`src/rtl/mem_ctrl_pkg.sv`:
```
// Shared types, size encodings and address-space helpers for mem_ctrl.
package mem_ctrl_pkg;
  localparam int ADDR_BITS = 32;
  localparam int DATA_BITS = 32;

  localparam logic [1:0] SIZE_B   = 2'b00;
  localparam logic [1:0] SIZE_H   = 2'b01;
  localparam logic [1:0] SIZE_W   = 2'b10;
  localparam logic [1:0] IO_SPACE = 2'b11;

  typedef enum logic [1:0] {
    ST_IDLE  = 2'd0,
    ST_READ  = 2'd1,
    ST_WRITE = 2'd2
  } state_t;

  function automatic logic [2:0] size_bytes(input logic [1:0] size);
    case (size)
      SIZE_B:  return 3'd1;
      SIZE_H:  return 3'd2;
      SIZE_W:  return 3'd4;
      default: return 3'd4;
    endcase
  endfunction

  // UART and other devices live where addr[17:16] == 2'b11.
  function automatic logic is_io(input logic [ADDR_BITS-1:0] addr);
    return addr[17:16] == IO_SPACE;
  endfunction
endpackage

```
`src/rtl/mem_rr_arb.sv`:
```
// Two-requester round-robin grant (IF vs LSB); the last-served flag updates on grant.
module mem_rr_arb (
  input  logic clk,
  input  logic rst,
  input  logic i_en,
  input  logic i_req_if,
  input  logic i_req_lsb,
  output logic o_gnt_if,
  output logic o_gnt_lsb
);
  logic r_last_lsb;

  // On a tie the requester not served last wins; the flag resets to IF so LSB wins first.
  assign o_gnt_lsb = i_en & i_req_lsb & (~i_req_if | ~r_last_lsb);
  assign o_gnt_if  = i_en & i_req_if & ~o_gnt_lsb;

  always_ff @(posedge clk or posedge rst) begin
    if (rst) begin
      r_last_lsb <= 1'b0;
    end else if (o_gnt_if || o_gnt_lsb) begin
      r_last_lsb <= o_gnt_lsb;
    end
  end
endmodule

```
`src/rtl/mem_ctrl.sv`:
```
// Byte-serial controller sharing one 8-bit RAM port between IF and LSB.
// Optional IO write back-pressure is enabled with `define IO_STALL_EN.
module mem_ctrl
  import mem_ctrl_pkg::*;
#(
  parameter int ADDR_W = ADDR_BITS,
  parameter int DATA_W = DATA_BITS
) (
  input  logic              clk,
  input  logic              rst,
  input  logic              rdy,
  input  logic              rollback_from_rob,
  input  logic              if_valid,
  input  logic [ADDR_W-1:0] if_addr,
  output logic              if_done,
  output logic [DATA_W-1:0] if_data,
  input  logic              lsb_valid,
  input  logic              lsb_wr,
  input  logic [1:0]        lsb_size,
  input  logic              lsb_signed,
  input  logic [ADDR_W-1:0] lsb_addr,
  input  logic [DATA_W-1:0] lsb_wdata,
  output logic              lsb_done,
  output logic [DATA_W-1:0] lsb_rdata,
  input  logic [7:0]        mem_din,
  output logic [7:0]        mem_dout,
  output logic [ADDR_W-1:0] mem_a,
  output logic              mem_wr,
  input  logic              io_buffer_full
);
  // Handshake: a requester holds *_valid until its one-cycle *_done; the done cycle is
  // IDLE, and the requester just served is not re-granted at the end of that cycle.
  state_t            r_state, w_state_nxt;
  logic [ADDR_W-1:0] r_addr;
  logic [DATA_W-1:0] r_wdata, r_buf, r_if_data, r_lsb_rdata;
  logic [2:0]        r_cnt, r_n;
  logic [1:0]        r_size;
  logic              r_signed, r_is_if, r_if_done, r_lsb_done;

  logic              w_gnt_en, w_gnt_if, w_gnt_lsb;
  logic              w_issue, w_rd_last, w_wr_last, w_stall, w_bus_act;
  logic [DATA_W-1:0] w_asm, w_ext;

  assign w_gnt_en = (r_state == ST_IDLE) & rdy & ~rollback_from_rob;

  mem_rr_arb u_arb (
    .clk       (clk),
    .rst       (rst),
    .i_en      (w_gnt_en),
    .i_req_if  (if_valid & ~r_if_done),
    .i_req_lsb (lsb_valid & ~r_lsb_done),
    .o_gnt_if  (w_gnt_if),
    .o_gnt_lsb (w_gnt_lsb)
  );

`ifdef IO_STALL_EN
  logic r_io_last;
  // The full flag lags one cycle, so the byte after an IO write is checked as well.
  assign w_stall = io_buffer_full & (is_io(r_addr) | r_io_last);

  always_ff @(posedge clk or posedge rst) begin
    if (rst) begin
      r_io_last <= 1'b0;
    end else if (rdy) begin
      r_io_last <= mem_wr & is_io(r_addr);
    end
  end
`else
  logic w_unused_io;
  assign w_unused_io = io_buffer_full;
  assign w_stall     = 1'b0;
`endif

  always_ff @(posedge clk or posedge rst) begin
    if (rst) begin
      r_state <= ST_IDLE;
    end else if (rdy) begin
      r_state <= w_state_nxt;
    end
  end

  always_comb begin
    w_state_nxt = r_state;
    w_issue     = 1'b0;
    w_rd_last   = 1'b0;
    w_wr_last   = 1'b0;
    unique case (r_state)
      ST_IDLE: begin
        if (w_gnt_if) begin
          w_state_nxt = ST_READ;
        end else if (w_gnt_lsb) begin
          w_state_nxt = lsb_wr ? ST_WRITE : ST_READ;
        end
      end
      ST_READ: begin
        w_issue = (r_cnt < r_n);
        if (rollback_from_rob) begin
          w_state_nxt = ST_IDLE;
        end else if (r_cnt == r_n) begin
          w_rd_last   = 1'b1;
          w_state_nxt = ST_IDLE;
        end
      end
      ST_WRITE: begin
        w_issue = ~w_stall;
        if (!w_stall && (r_cnt == r_n - 3'd1)) begin
          w_wr_last   = 1'b1;
          w_state_nxt = ST_IDLE;
        end
      end
      default: w_state_nxt = ST_IDLE;
    endcase
  end

  // Byte r_cnt-1 arrives on mem_din one cycle after its address was driven.
  always_comb begin
    w_asm = r_buf;
    case (r_cnt)
      3'd1:    w_asm[7:0]   = mem_din;
      3'd2:    w_asm[15:8]  = mem_din;
      3'd3:    w_asm[23:16] = mem_din;
      3'd4:    w_asm[31:24] = mem_din;
      default: ;
    endcase
  end

  always_comb begin
    case (r_size)
      SIZE_B:  w_ext = {{(DATA_W-8){r_signed & w_asm[7]}}, w_asm[7:0]};
      SIZE_H:  w_ext = {{(DATA_W-16){r_signed & w_asm[15]}}, w_asm[15:0]};
      default: w_ext = w_asm;
    endcase
  end

  always_ff @(posedge clk or posedge rst) begin
    if (rst) begin
      r_addr      <= '0;
      r_wdata     <= '0;
      r_buf       <= '0;
      r_cnt       <= '0;
      r_n         <= '0;
      r_size      <= '0;
      r_signed    <= 1'b0;
      r_is_if     <= 1'b0;
      r_if_done   <= 1'b0;
      r_lsb_done  <= 1'b0;
      r_if_data   <= '0;
      r_lsb_rdata <= '0;
    end else if (rdy) begin
      r_if_done  <= 1'b0;
      r_lsb_done <= 1'b0;
      unique case (r_state)
        ST_IDLE: begin
          if (w_gnt_if || w_gnt_lsb) begin
            r_is_if  <= w_gnt_if;
            r_addr   <= w_gnt_if ? if_addr : lsb_addr;
            r_n      <= w_gnt_if ? 3'd4 : size_bytes(lsb_size);
            r_size   <= lsb_size;
            r_signed <= lsb_signed;
            r_wdata  <= lsb_wdata;
            r_cnt    <= '0;
            r_buf    <= '0;
          end
        end
        ST_READ: begin
          if (!rollback_from_rob) begin
            if (r_cnt != 3'd0) r_buf <= w_asm;
            if (w_issue) begin
              r_addr <= r_addr + ADDR_W'(1);
              r_cnt  <= r_cnt + 3'd1;
            end
            if (w_rd_last) begin
              if (r_is_if) begin
                r_if_done <= 1'b1;
                r_if_data <= w_asm;
              end else begin
                r_lsb_done  <= 1'b1;
                r_lsb_rdata <= w_ext;
              end
            end
          end
        end
        ST_WRITE: begin
          if (w_issue) begin
            r_addr  <= r_addr + ADDR_W'(1);
            r_cnt   <= r_cnt + 3'd1;
            r_wdata <= r_wdata >> 8;
            if (w_wr_last) r_lsb_done <= 1'b1;
          end
        end
        default: ;
      endcase
    end
  end

  assign w_bus_act = (r_state == ST_WRITE) | ((r_state == ST_READ) & (r_cnt < r_n));
  assign mem_a     = w_bus_act ? r_addr : '0;
  assign mem_dout  = (r_state == ST_WRITE) ? r_wdata[7:0] : 8'd0;
  assign mem_wr    = (r_state == ST_WRITE) & rdy & ~w_stall;

  assign if_done   = r_if_done;
  assign if_data   = r_if_data;
  assign lsb_done  = r_lsb_done;
  assign lsb_rdata = r_lsb_rdata;
endmodule

```
`config.mk`:
```
export PLATFORM = sky130hd
export DESIGN_NAME = mem_ctrl
export DESIGN_NICKNAME = d
export VERILOG_FILES = /design/src/rtl/mem_ctrl_pkg.sv /design/src/rtl/mem_rr_arb.sv /design/src/rtl/mem_ctrl.sv
export SDC_FILE = /design/constraint.sdc
export NUM_CORES = 1
export LEC_CHECK = 0
export CORE_MARGIN = 5
export CORE_UTILIZATION = 50
export DETAILED_ROUTE_END_ITERATION = 6
export PLACE_DENSITY = 0.8
export REMOVE_ABC_BUFFERS = 1
export SYNTH_ARGS = -nofsm -noshare
export SYNTH_HDL_FRONTEND = slang
export SYNTH_HIERARCHICAL = 1
export SYNTH_SLANG_ARGS = --single-unit
```
`constraint.sdc`:
```
create_clock -name clk -period 7.69 [get_ports clk]
set_input_delay 1.538 -clock clk [delete_from_list [all_inputs] [get_ports clk]]
set_output_delay 1.538 -clock clk [all_outputs]
set_load 0.005 [all_outputs]
```
# Yosys cells after proc, flatten, opt, wreduce, memory -nomap -nowiden
# Index checks and enable logic that the tools add are counted.
# op_classes
n_reduce_logical	15
n_addsub	3
muxes	48
magnitude_cmp	1
bitwise	21
n_eq_ne	17
# op_table
operator	count
$mux W32	10
$pmux W32 S2	3
$pmux W32 S3	1
$mux W8	5
$add A32 B1 Y32 const B	1
$reduce_and A5 Y1	3
$mux W1	14
$and A1 B1 Y1	12
$mux W2	6
$mux W3	4
$reduce_and A4 Y1	3
$pmux W3 S3	1
$ne A2 B2 Y1 const B	4
$not A1 Y1	7
$eq A2 B1 Y1 const B	3
$eq A3 B2 Y1 const B	2
$eq A3 B3 Y1	2
$logic_not A2 Y1	3
$pmux W2 S3	1
$pmux W3 S2	1
$reduce_bool A3 Y1	2
$pmux W1 S2	2
$reduce_bool A2 Y1	2
$add A3 B1 Y3 const B	1
other kinds (11)	12
# totals
word_cells	119
register_bits	175
out_inout_bits	107
input_bits	115

# Depth between registers and ports, before layout
# logic_depth
word_depth	10
mapped_depth	14
ltp_nobuf	11

# Hierarchy
# Netlist, hierarchy kept.
# by_module_without_submodules
mod	area_each_um2	cells_per_inst	instances
mem_ctrl	9192.6	972	1
mem_rr_arb	65.1	9	1

# Worst setup path before layout
# OpenSTA, ideal clock, no wires.
# synth_path
path_type	input to register
start	in rdy
end	reg r_addr[30]
n_path_buf	2
setup_slack_ps	4042
t_required_ps	7586
t_arrival_ps	3544
cell_stages	10
path_cell_list	clkbuf_1 -> inv_1 -> nor3_1 -> nand2_1 -> a21oi_1 -> clkbuf_1 -> o311ai_2 -> or3b_2 -> mux2_2 -> o311ai_1
# synth_via
elab_chain_cells	9
elab_cells_between_ends	13
classes_between	eq/ne (1); mux (3); bitwise (7); reduce/logical (2)
# synth_lines
item	line	rtl
from (decl)	mem_ctrl.sv:11	input logic rdy,
$and A1 B1 Y1 * (2 in a row)	mem_ctrl.sv:44	assign w_gnt_en = (r_state == ST_IDLE) & rdy & ~rollback_from_rob;
named net w_gnt_en	mem_ctrl.sv:40	logic w_gnt_en, w_gnt_if, w_gnt_lsb;
$and A1 B1 Y1 (2 in a row)	mem_rr_arb.sv:14	assign o_gnt_lsb = i_en & i_req_lsb & (~i_req_if | ~r_last_lsb);
$not A1 Y1	mem_rr_arb.sv:15	assign o_gnt_if = i_en & i_req_if & ~o_gnt_lsb;
$and A1 B1 Y1 *	mem_rr_arb.sv:15	
named net w_gnt_if	mem_ctrl.sv:40	
$mux W32 / $logic_or A1 B1 Y1 (equally long branches)	mem_ctrl.sv:156, mem_ctrl.sv:154	
$mux W32 / $ne A2 B1 Y1 (equally long branches)	--	
$pmux W32 S3 / $reduce_and A4 Y1 (equally long branches)	--	
to (signal assigned)	mem_ctrl.sv:156	r_addr <= w_gnt_if ? if_addr : lsb_addr;
to (signal assigned)	mem_ctrl.sv:169	r_addr <= r_addr + ADDR_W'(1);
to (signal assigned)	mem_ctrl.sv:185	r_addr <= r_addr + ADDR_W'(1);
to (decl)	mem_ctrl.sv:34	logic [ADDR_W-1:0] r_addr;
# Mark *: on every way through the listed nets, which the timed path passes. The rest lies on a longest branch. The select of a mux whose other input is x is not followed.
# A chain may end at the register's enable or synchronous reset.

# Final worst setup path
# layout_path
start	in rdy
end	reg r_addr[12]
# Same word-level chain as after synthesis.

==> impl_metrics.env <==
export IMPL_grt_overflow_total=0
export IMPL_busiest_layer="met2"
export IMPL_period_needed_ns=4.65
export IMPL_num_vias=7841
export IMPL_nets=1287
export IMPL_place_gp_congestion=0.847
export IMPL_grt_max_degree=111
export IMPL_cts_root_buf="clkbuf_16"
export IMPL_antenna_found_initial=0
export IMPL_clock_power_share_pct=20.2
export IMPL_die_y_um=146
export IMPL_hpwl_mm=16.6
export IMPL_clock_sinks=175
export IMPL_power_frac_comb_pct=45.2
export IMPL_cp_max_fo=52
export IMPL_ys_types=66
export IMPL_yosysWarnings=6
export IMPL_fin_tns_setup_ns=0
export IMPL_holdBufCountCts=0
export IMPL_skew_ns=0.0115
export IMPL_endpoint_kind="flip-flop"
export IMPL_postLayoutCoreUtil_pct=67.3
export IMPL_maxCapViolCount=0
export IMPL_dr_pass1_iters=6
export IMPL_synthesis_area_mm2=0.00926
export IMPL_grt_pass1_wl_mm=39.9
export IMPL_htree_levels=4
export IMPL_dieArea_mm2=0.0213
export IMPL_cts_buffer_depth=2
export IMPL_grt_use_total_pct=22.9
export IMPL_cts_clk_slew_worst_paths_ns=0.07
export IMPL_vdd_drop_max_mv=0.203
export IMPL_cp_arrival_ns=5.01
export IMPL_total_power_w=0.00436
export IMPL_clock_latency_ns=0.43
export IMPL_rsz0062_at_grt="no"
export IMPL_synth_flop_cell="dfrtp_1"
export IMPL_antenna_left=0
export IMPL_drv_slew=0
export IMPL_swShare_pct=39.1
export IMPL_synth_seq_area_share_pct=47.3
export IMPL_drive_gt1_share_pct=9.74
export IMPL_cts_tree="yes"
export IMPL_synth_edf_count=0
export IMPL_hp_class="reg2reg"
export IMPL_grtUsageMet2_pct=36.9
export IMPL_area_growth_pct=31.4
export IMPL_status="finished clean"
export IMPL_setup_viol=0
export IMPL_startpoint_type="input pin"
export IMPL_drt_iter0_markers=476
export IMPL_finalCritPeriodShare_pct=60.5
export IMPL_fmaxAchievable_mhz=215
export IMPL_initial_core_util_pct=51.2
export IMPL_diodes=0
export IMPL_synthCells=981
export IMPL_std_cell_rows=49
export IMPL_viasPerCell=5.60
export IMPL_tightestPinTransition_ns=1.14
export IMPL_ys_ff_latch=175
export IMPL_cts_resized_gates=0
export IMPL_io_pins=222
export IMPL_portBuffers=220
export IMPL_leakage_nw=4.99
export IMPL_p_int_w=0.00265
export IMPL_grt_use_met1_pct=30.4
export IMPL_cts_setup_buffers=0
export IMPL_power_switching_w=0.00170
export IMPL_wl_mm=24.3
export IMPL_drc=0
export IMPL_use_met3_pct=5.70
export IMPL_core_area_mm2=0.0181
export IMPL_avgSynthCellArea_um2=9.44
export IMPL_hold_viol_final=0
export IMPL_power_density_mw_per_mm2=358
export IMPL_cts_buffers=17
export IMPL_wl_per_cell_um=17.4
export IMPL_die_x_um=146
export IMPL_max_slew_margin_pct=24.1
export IMPL_required_ns=8.04
export IMPL_seqPwrFrac_pct=34.6
export IMPL_fill_cells=1439
export IMPL_first_global_vias=7740
export IMPL_worstSetupPathType="in2reg"
export IMPL_async_flop_share_pct=100
==> placed cells by master, fill, tap and decap left out, types with 29 or more instances in the layout <==
master,n
a21oi_1,67
clkdlybuf4s50_1,220
dfrtp_1,175
mux2_2,49
mux2i_1,43
nand2_1,167
nand3_1,29
nor2_1,47
nor2b_1,46
o21ai_0,82
==> synthesized netlist by cell type (all sizes together) (5+ instances only) <==
cell type	number	share of area, %
dfrtp	175	47
nand2	167	6.8
o21ai	85	4.6
a21oi	71	4.0
mux2	51	6.2
nor2	48	2.0
nor2b	46	3.1
clkbuf	45	1.8
mux2i	43	4.6
nand3	30	1.8
buf	25	1.6
inv	21	0.85
and2	17	1.1
o22a	17	1.6
ha	14	1.9
a211oi	13	1.1
nand4	11	0.74
nor3	9	0.59
o31ai	9	0.73
a22o	8	0.76
a31oi	7	0.47
and4	7	0.66
o22ai	7	0.47
a2bb2oi	5	0.54
nand3b	5	0.41
==> flip-flops by register name, indices dropped and copies added (netlist names) <==
| signal | cells |
|---|---|
| r_is_if | 1 |
| r_size | 2 |
| if_data | 32 |
| r_n | 3 |
| r_buf | 32 |
| if_done | 1 |
| u_arb/r_last_lsb | 1 |
| r_wdata | 32 |
| r_addr | 32 |
| r_state | 2 |
| r_signed | 1 |
| lsb_done | 1 |
| r_cnt | 3 |
| lsb_rdata | 32 |
==> cell families (layout without fill, tap and decap cells) <==
group | after synthesis | in the layout | share of synthesized area [%]
muxes | 94 | 94 | 10.9
and+or+nand+nor | 356 | 356 | 18.6
xor gates and xnor gates | 3 | 3 | 0.284
buffers and inverters | 91 | 281 | 4.24
AOI/OAI and AO/OA | 248 | 248 | 16.8
DFF | 175 | 175 | 47.3
adders and majority gates | 14 | 14 | 1.89
==> metrics by stage <==
step / hold slack, ns / setup WS (ns) / instance area (um2) / cells
final: 0.469 / 3.04 / 12200 / 1400
after global routing: 0.495 / 2.67 / 12200 / 1400
after CTS: 0.472 / 3.06 / 12200 / 1400
after detailed placement: 0.456 / 2.61 / 11600 / 1368
after global placement: 0.450 / 2.67 / 11600 / 1368
after floorplan: 0.438 / 1.22 / 8940 / 911
==> layout make-up <==
class                           count  area (um2)  share of cell area [%]
Inverter                           21        83.8                   0.689
Timing Repair Buffer              228        2260                    18.6
Multi-Input combinational cell    715        4550                    37.4
Clock buffer                       18         439                    3.61
Tap cell                          229         287                    2.35
Sequential cell                   175        4380                    36.0
Clock inverter                     14         168                    1.38
==> critical path: stages <==
cell,delay [ns]
clkdlybuf4s50_1,0.60
inv_1,0.19
nor3_1,0.28
nand2_1,0.15
a21oi_4,0.12
buf_4,0.48
o311ai_2,0.34
a21oi_2,0.66
buf_4,0.38
a21oi_1,0.10
a21oi_1,0.14
==> worst paths after layout <==
path / start / endpoint / slack (ns) / depth (start not counted)
setup / recovery: rdy / r_addr[12] / 3.04 / 11
hold / removal: r_wdata[0] / r_wdata[0] / 0.47 / 2
setup reg to reg: r_state[1] / r_addr[12] / 3.96 / 12
hold reg to reg: r_wdata[0] / r_wdata[0] / 0.47 / 2
max in group asynchronous: rst / r_wdata[14] / 4.59 / 3
min in group asynchronous: rst / u_arb/r_last_lsb / 1.36 / 2
==> metal layers <==
metal	routed length (um)	vias to the layer above
met3	1560	36
met1	10700	3721
met4	443	0
met2	11600	256
li1	-	3828
met5	0	-
==> power groups by stage <==
stage               Clock [W]  Combinational, W  Sequential [W]
global placement            0           0.00193         0.00150
finish               0.000878           0.00197         0.00151
floorplan                   0           0.00118         0.00145
detailed placement          0           0.00197         0.00151
global route         0.000933           0.00219         0.00155
CTS                  0.000897           0.00199         0.00150
No activity file was read; power rests on OpenSTA's default activity.
